<file path="config.mk">
export PLATFORM = sky130hd
export DESIGN_NAME = q_requant_fp32_to_int8_flat
export DESIGN_NICKNAME = d
export VERILOG_FILES = /design/src/rtl/q_requant_fp32_to_int8_if.sv /design/src/rtl/q_requant_fp32_to_int8.sv /design/src/flat_wrapper.sv
export SDC_FILE = /design/constraint.sdc
export NUM_CORES = 1
export LEC_CHECK = 0
export ABC_AREA = 0
export BUFFER_PORTS_ARGS = -buffer_cell sky130_fd_sc_hd__buf_2
export CAP_MARGIN = 20
export CORE_UTILIZATION = 64
export DETAILED_ROUTE_END_ITERATION = 10
export GPL_ROUTABILITY_DRIVEN = 0
export PLACE_DENSITY_LB_ADDON = 0.08
export SYNTH_ARGS = -nofsm -noshare
export SYNTH_HDL_FRONTEND = slang
export SYNTH_SLANG_ARGS = --single-unit
</file>
<file path="constraint.sdc">
create_clock -name clk -period 14.7 [get_ports clk]
set_input_delay 1.47 -clock clk [delete_from_list [all_inputs] [get_ports clk]]
set_output_delay 1.47 -clock clk [all_outputs]
set_load 0.005 [all_outputs]
</file>
<file path="src/rtl/q_requant_fp32_to_int8_if.sv">
// Port bundle for the FP32 -> INT8 requantizer: start/status plus both SRAM ports.
// Optional sat_cnt signal is present only when REQ_SAT_CNT_EN is defined.
interface q_requant_fp32_to_int8_if #(
    parameter int SRC_AW = 7,
    parameter int DST_AW = 5
);
    logic              en;
    logic              busy;
    logic              done;
    logic [127:0]      SRC_MEM_DOUT;
    logic              SRC_MEM_CEB;
    logic              SRC_MEM_WEN;
    logic [SRC_AW-1:0] SRC_MEM_ADDR;
    logic              DST_MEM_CEB;
    logic              DST_MEM_WEN;
    logic [DST_AW-1:0] DST_MEM_ADDR;
    logic [127:0]      DST_MEM_DIN;
`ifdef REQ_SAT_CNT_EN
    logic [15:0]       sat_cnt;
`endif

    // Requantizer side
    modport master (
        input  en, SRC_MEM_DOUT,
        output busy, done, SRC_MEM_CEB, SRC_MEM_WEN, SRC_MEM_ADDR,
               DST_MEM_CEB, DST_MEM_WEN, DST_MEM_ADDR, DST_MEM_DIN
`ifdef REQ_SAT_CNT_EN
        , output sat_cnt
`endif
    );

    // Controller / memory side
    modport slave (
        output en, SRC_MEM_DOUT,
        input  busy, done, SRC_MEM_CEB, SRC_MEM_WEN, SRC_MEM_ADDR,
               DST_MEM_CEB, DST_MEM_WEN, DST_MEM_ADDR, DST_MEM_DIN
`ifdef REQ_SAT_CNT_EN
        , input sat_cnt
`endif
    );
endinterface

</file>
<file path="src/rtl/q_requant_fp32_to_int8.sv">
// Reads FP32 Q words, requantizes to INT8 (x * 2^SCALE_EXP, round-half-away, saturate), packs 16 per word.
// Optional saturation counter enabled by defining REQ_SAT_CNT_EN.
module q_requant_fp32_to_int8 #(
    parameter int N_GROUPS  = 32,
    parameter int SCALE_EXP = 4,
    parameter int SRC_AW    = 7,
    parameter int DST_AW    = 5
) (
    input logic clk,
    input logic rst,
    q_requant_fp32_to_int8_if.master bus
);

    typedef enum logic [2:0] {IDLE, RD, DRAIN, WR, DONE} state_t;

    state_t              state;
    logic [1:0]          k;
    logic [DST_AW-1:0]   grp;
    logic                cap_vld;
    logic [1:0]          cap_k;
    logic                src_ceb;
    logic [SRC_AW-1:0]   src_addr;
    logic                dst_ceb;
    logic                dst_wen;
    logic [DST_AW-1:0]   dst_addr;
    logic [127:0]        dst_din;
    logic [127:0]        pack;
    logic [127:0]        pack_next;
    logic                busy;
    logic                done;
    logic [3:0][7:0]     conv;
    logic                last_grp;

    // FP32 -> INT8 with power-of-two scale, round-half-away-from-zero, saturation
    function automatic logic [7:0] fp32_to_int8(input logic [31:0] x);
        logic               s;
        logic [7:0]         e;
        logic [22:0]        m;
        logic signed [9:0]  ee;
        logic [23:0]        mant;
        logic [4:0]         sh;
        logic [23:0]        shifted;
        logic               rbit;
        logic [8:0]         mag;
        logic [7:0]         sat_val;
        logic [7:0]         res;
        s       = x[31];
        e       = x[30:23];
        m       = x[22:0];
        ee      = $signed({2'b00, e}) - 10'sd127 + $signed(10'(SCALE_EXP));
        mant    = {1'b1, m};
        sh      = 5'(10'sd23 - ee);
        shifted = mant >> sh;
        rbit    = |(mant & (24'd1 << (sh - 5'd1)));
        mag     = 9'(shifted) + 9'(rbit);
        sat_val = s ? 8'h80 : 8'h7F;
        res     = 8'h00;
        if (e == 8'h00)
            res = 8'h00;
        else if (e == 8'hFF)
            res = (m == 23'd0) ? sat_val : 8'h00;
        else if (ee >= 10'sd7)
            res = sat_val;
        else if (ee < -10'sd1)
            res = 8'h00;
        else if (s)
            res = (mag >= 9'd128) ? 8'h80 : 8'(9'd0 - mag);
        else
            res = (mag >= 9'd127) ? 8'h7F : mag[7:0];
        return res;
    endfunction

    assign last_grp = (grp == DST_AW'(N_GROUPS - 1));

    // Convert the word returned by last cycle's read and merge it into the pack image
    always_comb begin
        pack_next = pack;
        for (int j = 0; j < 4; j++)
            conv[j] = fp32_to_int8(bus.SRC_MEM_DOUT[32*j +: 32]);
        if (cap_vld)
            pack_next[32*cap_k +: 32] = conv;
    end

    always_ff @(posedge clk or posedge rst) begin
        if (rst) begin
            state    <= IDLE;
            k        <= 2'd0;
            grp      <= '0;
            cap_vld  <= 1'b0;
            cap_k    <= 2'd0;
            src_ceb  <= 1'b1;
            src_addr <= '0;
            dst_ceb  <= 1'b1;
            dst_wen  <= 1'b1;
            dst_addr <= '0;
            dst_din  <= '0;
            pack     <= '0;
            busy     <= 1'b0;
            done     <= 1'b0;
        end else begin
            pack    <= pack_next;
            cap_vld <= (state == RD);
            cap_k   <= k;
            case (state)
                IDLE: begin
                    if (bus.en) begin
                        state    <= RD;
                        k        <= 2'd0;
                        grp      <= '0;
                        src_ceb  <= 1'b0;
                        src_addr <= '0;
                        busy     <= 1'b1;
                    end
                end
                RD: begin
                    if (k == 2'd3) begin
                        state    <= DRAIN;
                        src_ceb  <= 1'b1;
                        src_addr <= '0;
                    end else begin
                        k        <= k + 2'd1;
                        src_addr <= SRC_AW'({grp, 2'(k + 2'd1)});
                    end
                end
                DRAIN: begin
                    state    <= WR;
                    dst_ceb  <= 1'b0;
                    dst_wen  <= 1'b0;
                    dst_addr <= grp;
                    dst_din  <= pack_next;
                end
                WR: begin
                    dst_ceb  <= 1'b1;
                    dst_wen  <= 1'b1;
                    dst_addr <= '0;
                    dst_din  <= '0;
                    if (last_grp) begin
                        state <= DONE;
                        done  <= 1'b1;
                    end else begin
                        state    <= RD;
                        grp      <= grp + DST_AW'(1);
                        k        <= 2'd0;
                        src_ceb  <= 1'b0;
                        src_addr <= SRC_AW'({DST_AW'(grp + DST_AW'(1)), 2'b00});
                    end
                end
                DONE: begin
                    state <= IDLE;
                    done  <= 1'b0;
                    busy  <= 1'b0;
                    grp   <= '0;
                end
                default: state <= IDLE;
            endcase
        end
    end

    assign bus.busy         = busy;
    assign bus.done         = done;
    assign bus.SRC_MEM_CEB  = src_ceb;
    assign bus.SRC_MEM_WEN  = 1'b1;
    assign bus.SRC_MEM_ADDR = src_addr;
    assign bus.DST_MEM_CEB  = dst_ceb;
    assign bus.DST_MEM_WEN  = dst_wen;
    assign bus.DST_MEM_ADDR = dst_addr;
    assign bus.DST_MEM_DIN  = dst_din;

`ifdef REQ_SAT_CNT_EN
    // Element was clamped: inf, E>=7 except exact -128, or positive value rounding up to 128
    function automatic logic sat_hit(input logic [31:0] x);
        logic               s;
        logic [7:0]         e;
        logic [22:0]        m;
        logic signed [9:0]  ee;
        logic               hit;
        s   = x[31];
        e   = x[30:23];
        m   = x[22:0];
        ee  = $signed({2'b00, e}) - 10'sd127 + $signed(10'(SCALE_EXP));
        hit = 1'b0;
        if (e == 8'hFF)
            hit = (m == 23'd0);
        else if (e != 8'h00) begin
            if (ee >= 10'sd7)
                hit = !(s && (ee == 10'sd7) && (m == 23'd0));
            else if (ee == 10'sd6)
                hit = !s && (m[22:16] == 7'h7F);
        end
        return hit;
    endfunction

    logic [15:0] sat_cnt;
    logic [2:0]  n_sat;
    logic [16:0] sat_sum;

    always_comb begin
        n_sat = 3'd0;
        for (int j = 0; j < 4; j++)
            n_sat = n_sat + 3'(sat_hit(bus.SRC_MEM_DOUT[32*j +: 32]));
        sat_sum = 17'(sat_cnt) + 17'(n_sat);
    end

    always_ff @(posedge clk or posedge rst) begin
        if (rst)
            sat_cnt <= 16'd0;
        else if (state == IDLE && bus.en)
            sat_cnt <= 16'd0;
        else if (cap_vld)
            sat_cnt <= sat_sum[16] ? 16'hFFFF : sat_sum[15:0];
    end

    assign bus.sat_cnt = sat_cnt;
`endif

endmodule

</file>
<file path="src/flat_wrapper.sv">
// flat-port wrapper written by rule: the top's interface ports become plain ports
module q_requant_fp32_to_int8_flat 
#(
    parameter int N_GROUPS  = 32,
    parameter int SCALE_EXP = 4,
    parameter int SRC_AW    = 7,
    parameter int DST_AW    = 5
)
  (clk, rst, bus_en, bus_SRC_MEM_DOUT, bus_busy, bus_done, bus_SRC_MEM_CEB, bus_SRC_MEM_WEN, bus_SRC_MEM_ADDR, bus_DST_MEM_CEB, bus_DST_MEM_WEN, bus_DST_MEM_ADDR, bus_DST_MEM_DIN);
  q_requant_fp32_to_int8_if #(.SRC_AW(SRC_AW), .DST_AW(DST_AW)) bus_i ();
  input logic clk;
  input logic rst;
  input wire logic [$bits(bus_i.en)-1:0] bus_en;
  input wire logic [$bits(bus_i.SRC_MEM_DOUT)-1:0] bus_SRC_MEM_DOUT;
  output wire logic [$bits(bus_i.busy)-1:0] bus_busy;
  output wire logic [$bits(bus_i.done)-1:0] bus_done;
  output wire logic [$bits(bus_i.SRC_MEM_CEB)-1:0] bus_SRC_MEM_CEB;
  output wire logic [$bits(bus_i.SRC_MEM_WEN)-1:0] bus_SRC_MEM_WEN;
  output wire logic [$bits(bus_i.SRC_MEM_ADDR)-1:0] bus_SRC_MEM_ADDR;
  output wire logic [$bits(bus_i.DST_MEM_CEB)-1:0] bus_DST_MEM_CEB;
  output wire logic [$bits(bus_i.DST_MEM_WEN)-1:0] bus_DST_MEM_WEN;
  output wire logic [$bits(bus_i.DST_MEM_ADDR)-1:0] bus_DST_MEM_ADDR;
  output wire logic [$bits(bus_i.DST_MEM_DIN)-1:0] bus_DST_MEM_DIN;
  assign bus_i.en = bus_en;
  assign bus_i.SRC_MEM_DOUT = bus_SRC_MEM_DOUT;
  assign bus_busy = bus_i.busy;
  assign bus_done = bus_i.done;
  assign bus_SRC_MEM_CEB = bus_i.SRC_MEM_CEB;
  assign bus_SRC_MEM_WEN = bus_i.SRC_MEM_WEN;
  assign bus_SRC_MEM_ADDR = bus_i.SRC_MEM_ADDR;
  assign bus_DST_MEM_CEB = bus_i.DST_MEM_CEB;
  assign bus_DST_MEM_WEN = bus_i.DST_MEM_WEN;
  assign bus_DST_MEM_ADDR = bus_i.DST_MEM_ADDR;
  assign bus_DST_MEM_DIN = bus_i.DST_MEM_DIN;
  q_requant_fp32_to_int8 #(.N_GROUPS(N_GROUPS), .SCALE_EXP(SCALE_EXP), .SRC_AW(SRC_AW), .DST_AW(DST_AW)) u_core (.clk(clk), .rst(rst), .bus(bus_i));
endmodule
</file>
==> flow_metrics.py <==
metrics = {
    "status": {
        "status": "finished with violations",
        "violations": "design-rule violations",
    },
    "final_layout": {
        "fin_area_sq_um": 22700,
        "syn_to_final_growth_pct": 12.1,
        "layout.cells.non_filler": 2809,
        "antenna_cells": 0,
        "drive_gt1_share_pct": 22.3,
        "fin_nets": 2585,
    },
    "yosys": {
        "yosys.area.top_type_share_pct": 35.0,
        "syn_inst": 2198,
        "synth_most_common_cell": "nand2_1",
        "synth_fp_nets": 2391,
        "synthArstFlopShare_pct": 100,
        "synth_enable_flop_cells": 0,
        "seq_area_frac_synth_pct": 35.3,
        "yosysTopAreaCell": "dfrtp_1",
        "netlist_top_cells_count": "nand2_1 (340), dfrtp_1 (283), o21ai_0 (223), nor2_1 (96), clkbuf_1 (85)",
        "ys.warnings.count": 0,
        "ys_ff_latch": 285,
        "synthDistinctLibCells": 103,
        "syn_area_per_cell_sq_um": 9.20,
        "synth_area_leaders": "dfrtp_1 (35%), mux4_2 (6.7%), nand2_1 (6.3%)",
        "dominantRegCellSynth": "dfrtp_1",
        "syn_area_sq_um": 20200,
    },
    "route": {
        "drt_first_pass_iters": 10,
        "ant_nets": 0,
        "vias": 19000,
        "viasPerCell": 6.76,
        "first_iter_violations": 1709,
        "drc": 15,
        "wl_um": 58800,
        "wl_per_cell_um": 20.9,
    },
    "die": {
        "ios": 277,
        "die_h_um": 180,
        "die_x_um": 180,
        "initial_core_util_pct": 65.6,
        "rows": 64,
        "core-area_sq_um": 30800,
        "fp.dieArea_sq_um": 32300,
    },
    "power": {
        "p_comb_share_pct": 43.1,
        "power_switching_w": 0.00139,
        "p_per_area_nw_per_um2": 152,
        "p_leak_nw": 10.3,
        "vdd_drop_max_v": 0.0000992,
        "p_int_w": 0.00206,
        "switching_share_pct": 40.2,
        "sequentialPowerShare_pct": 35.0,
        "clockPowerShare_pct": 21.9,
        "fin_total_pwr_w": 0.00345,
    },
    "sta": {
        "worst-slew-pin-transition_ps": 1290,
        "setup_violations": 0,
        "final.setup.worst_slack_ps": 7550,
        "rsz0062_at_grt": "false",
        "period_share_pct": 48.7,
        "finalMaxSlewViolations": 0,
        "max_clock_freq_ghz": 0.140,
        "setup-tns-final_ps": 0,
        "fin_worst_skew_ps": 28.4,
        "layout_min_cycle_time_ps": 7150,
        "slew-limit-headroom_pct": 14.1,
        "hold_viol_final": 0,
    },
    "worst_setup_path": {
        "required_ps": 15050,
        "crit_slowest_cell": "xor2_2",
        "end_kind": "flip-flop",
        "critPathMaxStageDelay_ps": 840,
        "critPathMaxFanout": 23,
        "critPathKind": "primary input to flip-flop",
        "cpMostUsedCell": "ha_1",
        "startpoint_type": "primary input",
        "arrival_ps": 7500,
        "cp_cell_sequence": "buf_2, ha_1, xor2_2, ha_1, clkinv_1, xnor2_1, xnor2_1, nand2_1, o21ai_0, o21ai_0, o31ai_1, ha_1, ha_1, inv_1, a31oi_1, xor2_1, nand2_1, mux2i_2, a21oi_1, a21o_1, a21oi_1, o221ai_1",
    },
    "clocking": {
        "cts_made_buffers": 27,
        "post_cts_buffers": 0,
        "cts_repair_resize_count": 0,
        "htreeDepth": 1,
        "cts-root-buf": "clkbuf_16",
        "clockBufferDepth": 3,
        "path_clk_slew_ps": 70,
        "clk_latency_ps": 550,
        "cts_tree": "built",
        "hold_buffers": 0,
        "numClockSinks": 285,
    },
    "global_route": {
        "grt_max_degree": 128,
        "grt_usage_pct": 35.8,
        "overflow": 0,
        "grt_first_pass_wirelength_um": 94700,
        "grt_pass1_vias": 17900,
        "grt_antenna_before_repair": 0,
    },
    "job": {
        "max_cap_viol_count": 0,
    },
    "place": {
        "dp_slack_ps": 7110,
        "dp_hpwl_um": 41700,
        "dp_cells": 2758,
        "portBuffers": 275,
        "placed_area_sq_um": 21700,
    },
    "min_path": {
        "hold_path.class": "flip-flop to flip-flop",
    },
}
==> final timing paths <==
| kind | startpoint | end | slack, ps | cells after the start |
|---|---|---|---|---|
| max | bus_SRC_MEM_DOUT[23] | u_core.bus.DST_MEM_DIN[2]$_DFFE_PP0P_ | 7550 | 22 |
| min | u_core.k[1]$_DFFE_PP0P_ | u_core.cap_k[1]$_DFF_PP0_ | 430 | 0 |
| max reg2reg | u_core.cap_k[0]$_DFF_PP0_ | u_core.bus.DST_MEM_DIN[19]$_DFFE_PP0P_ | 11460 | 9 |
| min reg2reg | u_core.k[1]$_DFFE_PP0P_ | u_core.cap_k[1]$_DFF_PP0_ | 430 | 0 |
| max in group asynchronous | rst | u_core.bus.DST_MEM_DIN[10]$_DFFE_PP0P_ | 12000 | 3 |
| min in group asynchronous | rst | u_core.bus.DST_MEM_DIN[1]$_DFFE_PP0P_ | 1100 | 2 |
==> layer usage <==
metal / GRT usage [%] / up-vias / wire, um
met1: 48.8 / 9258 / 24200
met5: 0 / - / 0
met4: 11.7 / 0 / 1720
met2: 57.8 / 977 / 27600
li1: - / 8626 / -
met3: 6.65 / 138 / 5360
==> layout make-up <==
| class | count | area (sq um) |
|---|---|---|
| Timing Repair Buffer | 294 | 1520 |
| Clock buffer | 32 | 744 |
| Inverter | 65 | 254 |
| Clock inverter | 18 | 230 |
| Multi-Input combinational cell | 1719 | 12300 |
| Tap cell | 396 | 495 |
| Sequential cell | 285 | 7130 |
| Fill cell | 2413 | 8160 |
==> per-stage QoR <==
step | utilization [%] | hold slack (ps)
floorplan | - | 378
global placement | 70.3 | 414
CTS | 73.5 | 430
detailed placement | 70.3 | 409
finish | 73.5 | 433
global route | 73.5 | 452
==> placed cells by master, fill, tap and decap left out, types with 38 or more instances in the layout <==
master,count
a21oi_1,65
mux2_2,51
o21ai_0,223
xnor2_1,38
nor3_1,46
ha_1,62
dfrtp_1,283
mux2i_1,83
nand2_1,337
nor2_1,95
nand3_1,63
inv_1,55
a22oi_1,59
buf_2,275
mux4_2,60
==> cell families after synthesis <==
| group | count (synthesis) | synth area share, % |
|---|---|---|
| mux | 201 | 14.1 |
| fa+ha+maj | 62 | 3.84 |
| xor+xnor | 72 | 3.38 |
| buf+inv | 194 | 4.08 |
| simple gates | 715 | 16.8 |
| flops | 285 | 35.3 |
| other cells | 1 | 0.0185 |
| compound gates | 668 | 22.5 |
==> state kept, by name, summed over array words and instances (netlist names) <==
register / count
u_core.bus.DST_MEM_ADDR: 5
u_core.pack: 128
u_core.bus.DST_MEM_CEB: 1
u_core.bus.done: 1
u_core.k: 2
u_core.cap_vld: 1
u_core.bus.DST_MEM_DIN: 128
u_core.state: 3
u_core.grp: 5
u_core.bus.SRC_MEM_CEB: 1
u_core.bus.SRC_MEM_ADDR: 7
u_core.cap_k: 2
u_core.bus.busy: 1
==> worst max-delay path: cells and delay by family <==
family	cells	cell delay [ps]
mux	1	440
xor+xnor	4	1550
compound gates	8	1620
fa+ha+maj	4	1420
simple gates	2	170
buf+inv	3	810
==> power by group through the flow <==
stage / Combinational [W] / Clock, W / Sequential (W)
floorplan: 0.00101 / 0 / 0.00117
global placement: 0.00140 / 0 / 0.00120
detailed placement: 0.00145 / 0 / 0.00121
CTS: 0.00146 / 0.000761 / 0.00120
global route: 0.00163 / 0.000792 / 0.00123
finish: 0.00149 / 0.000757 / 0.00121
Power figures use the tool's default switching activity.
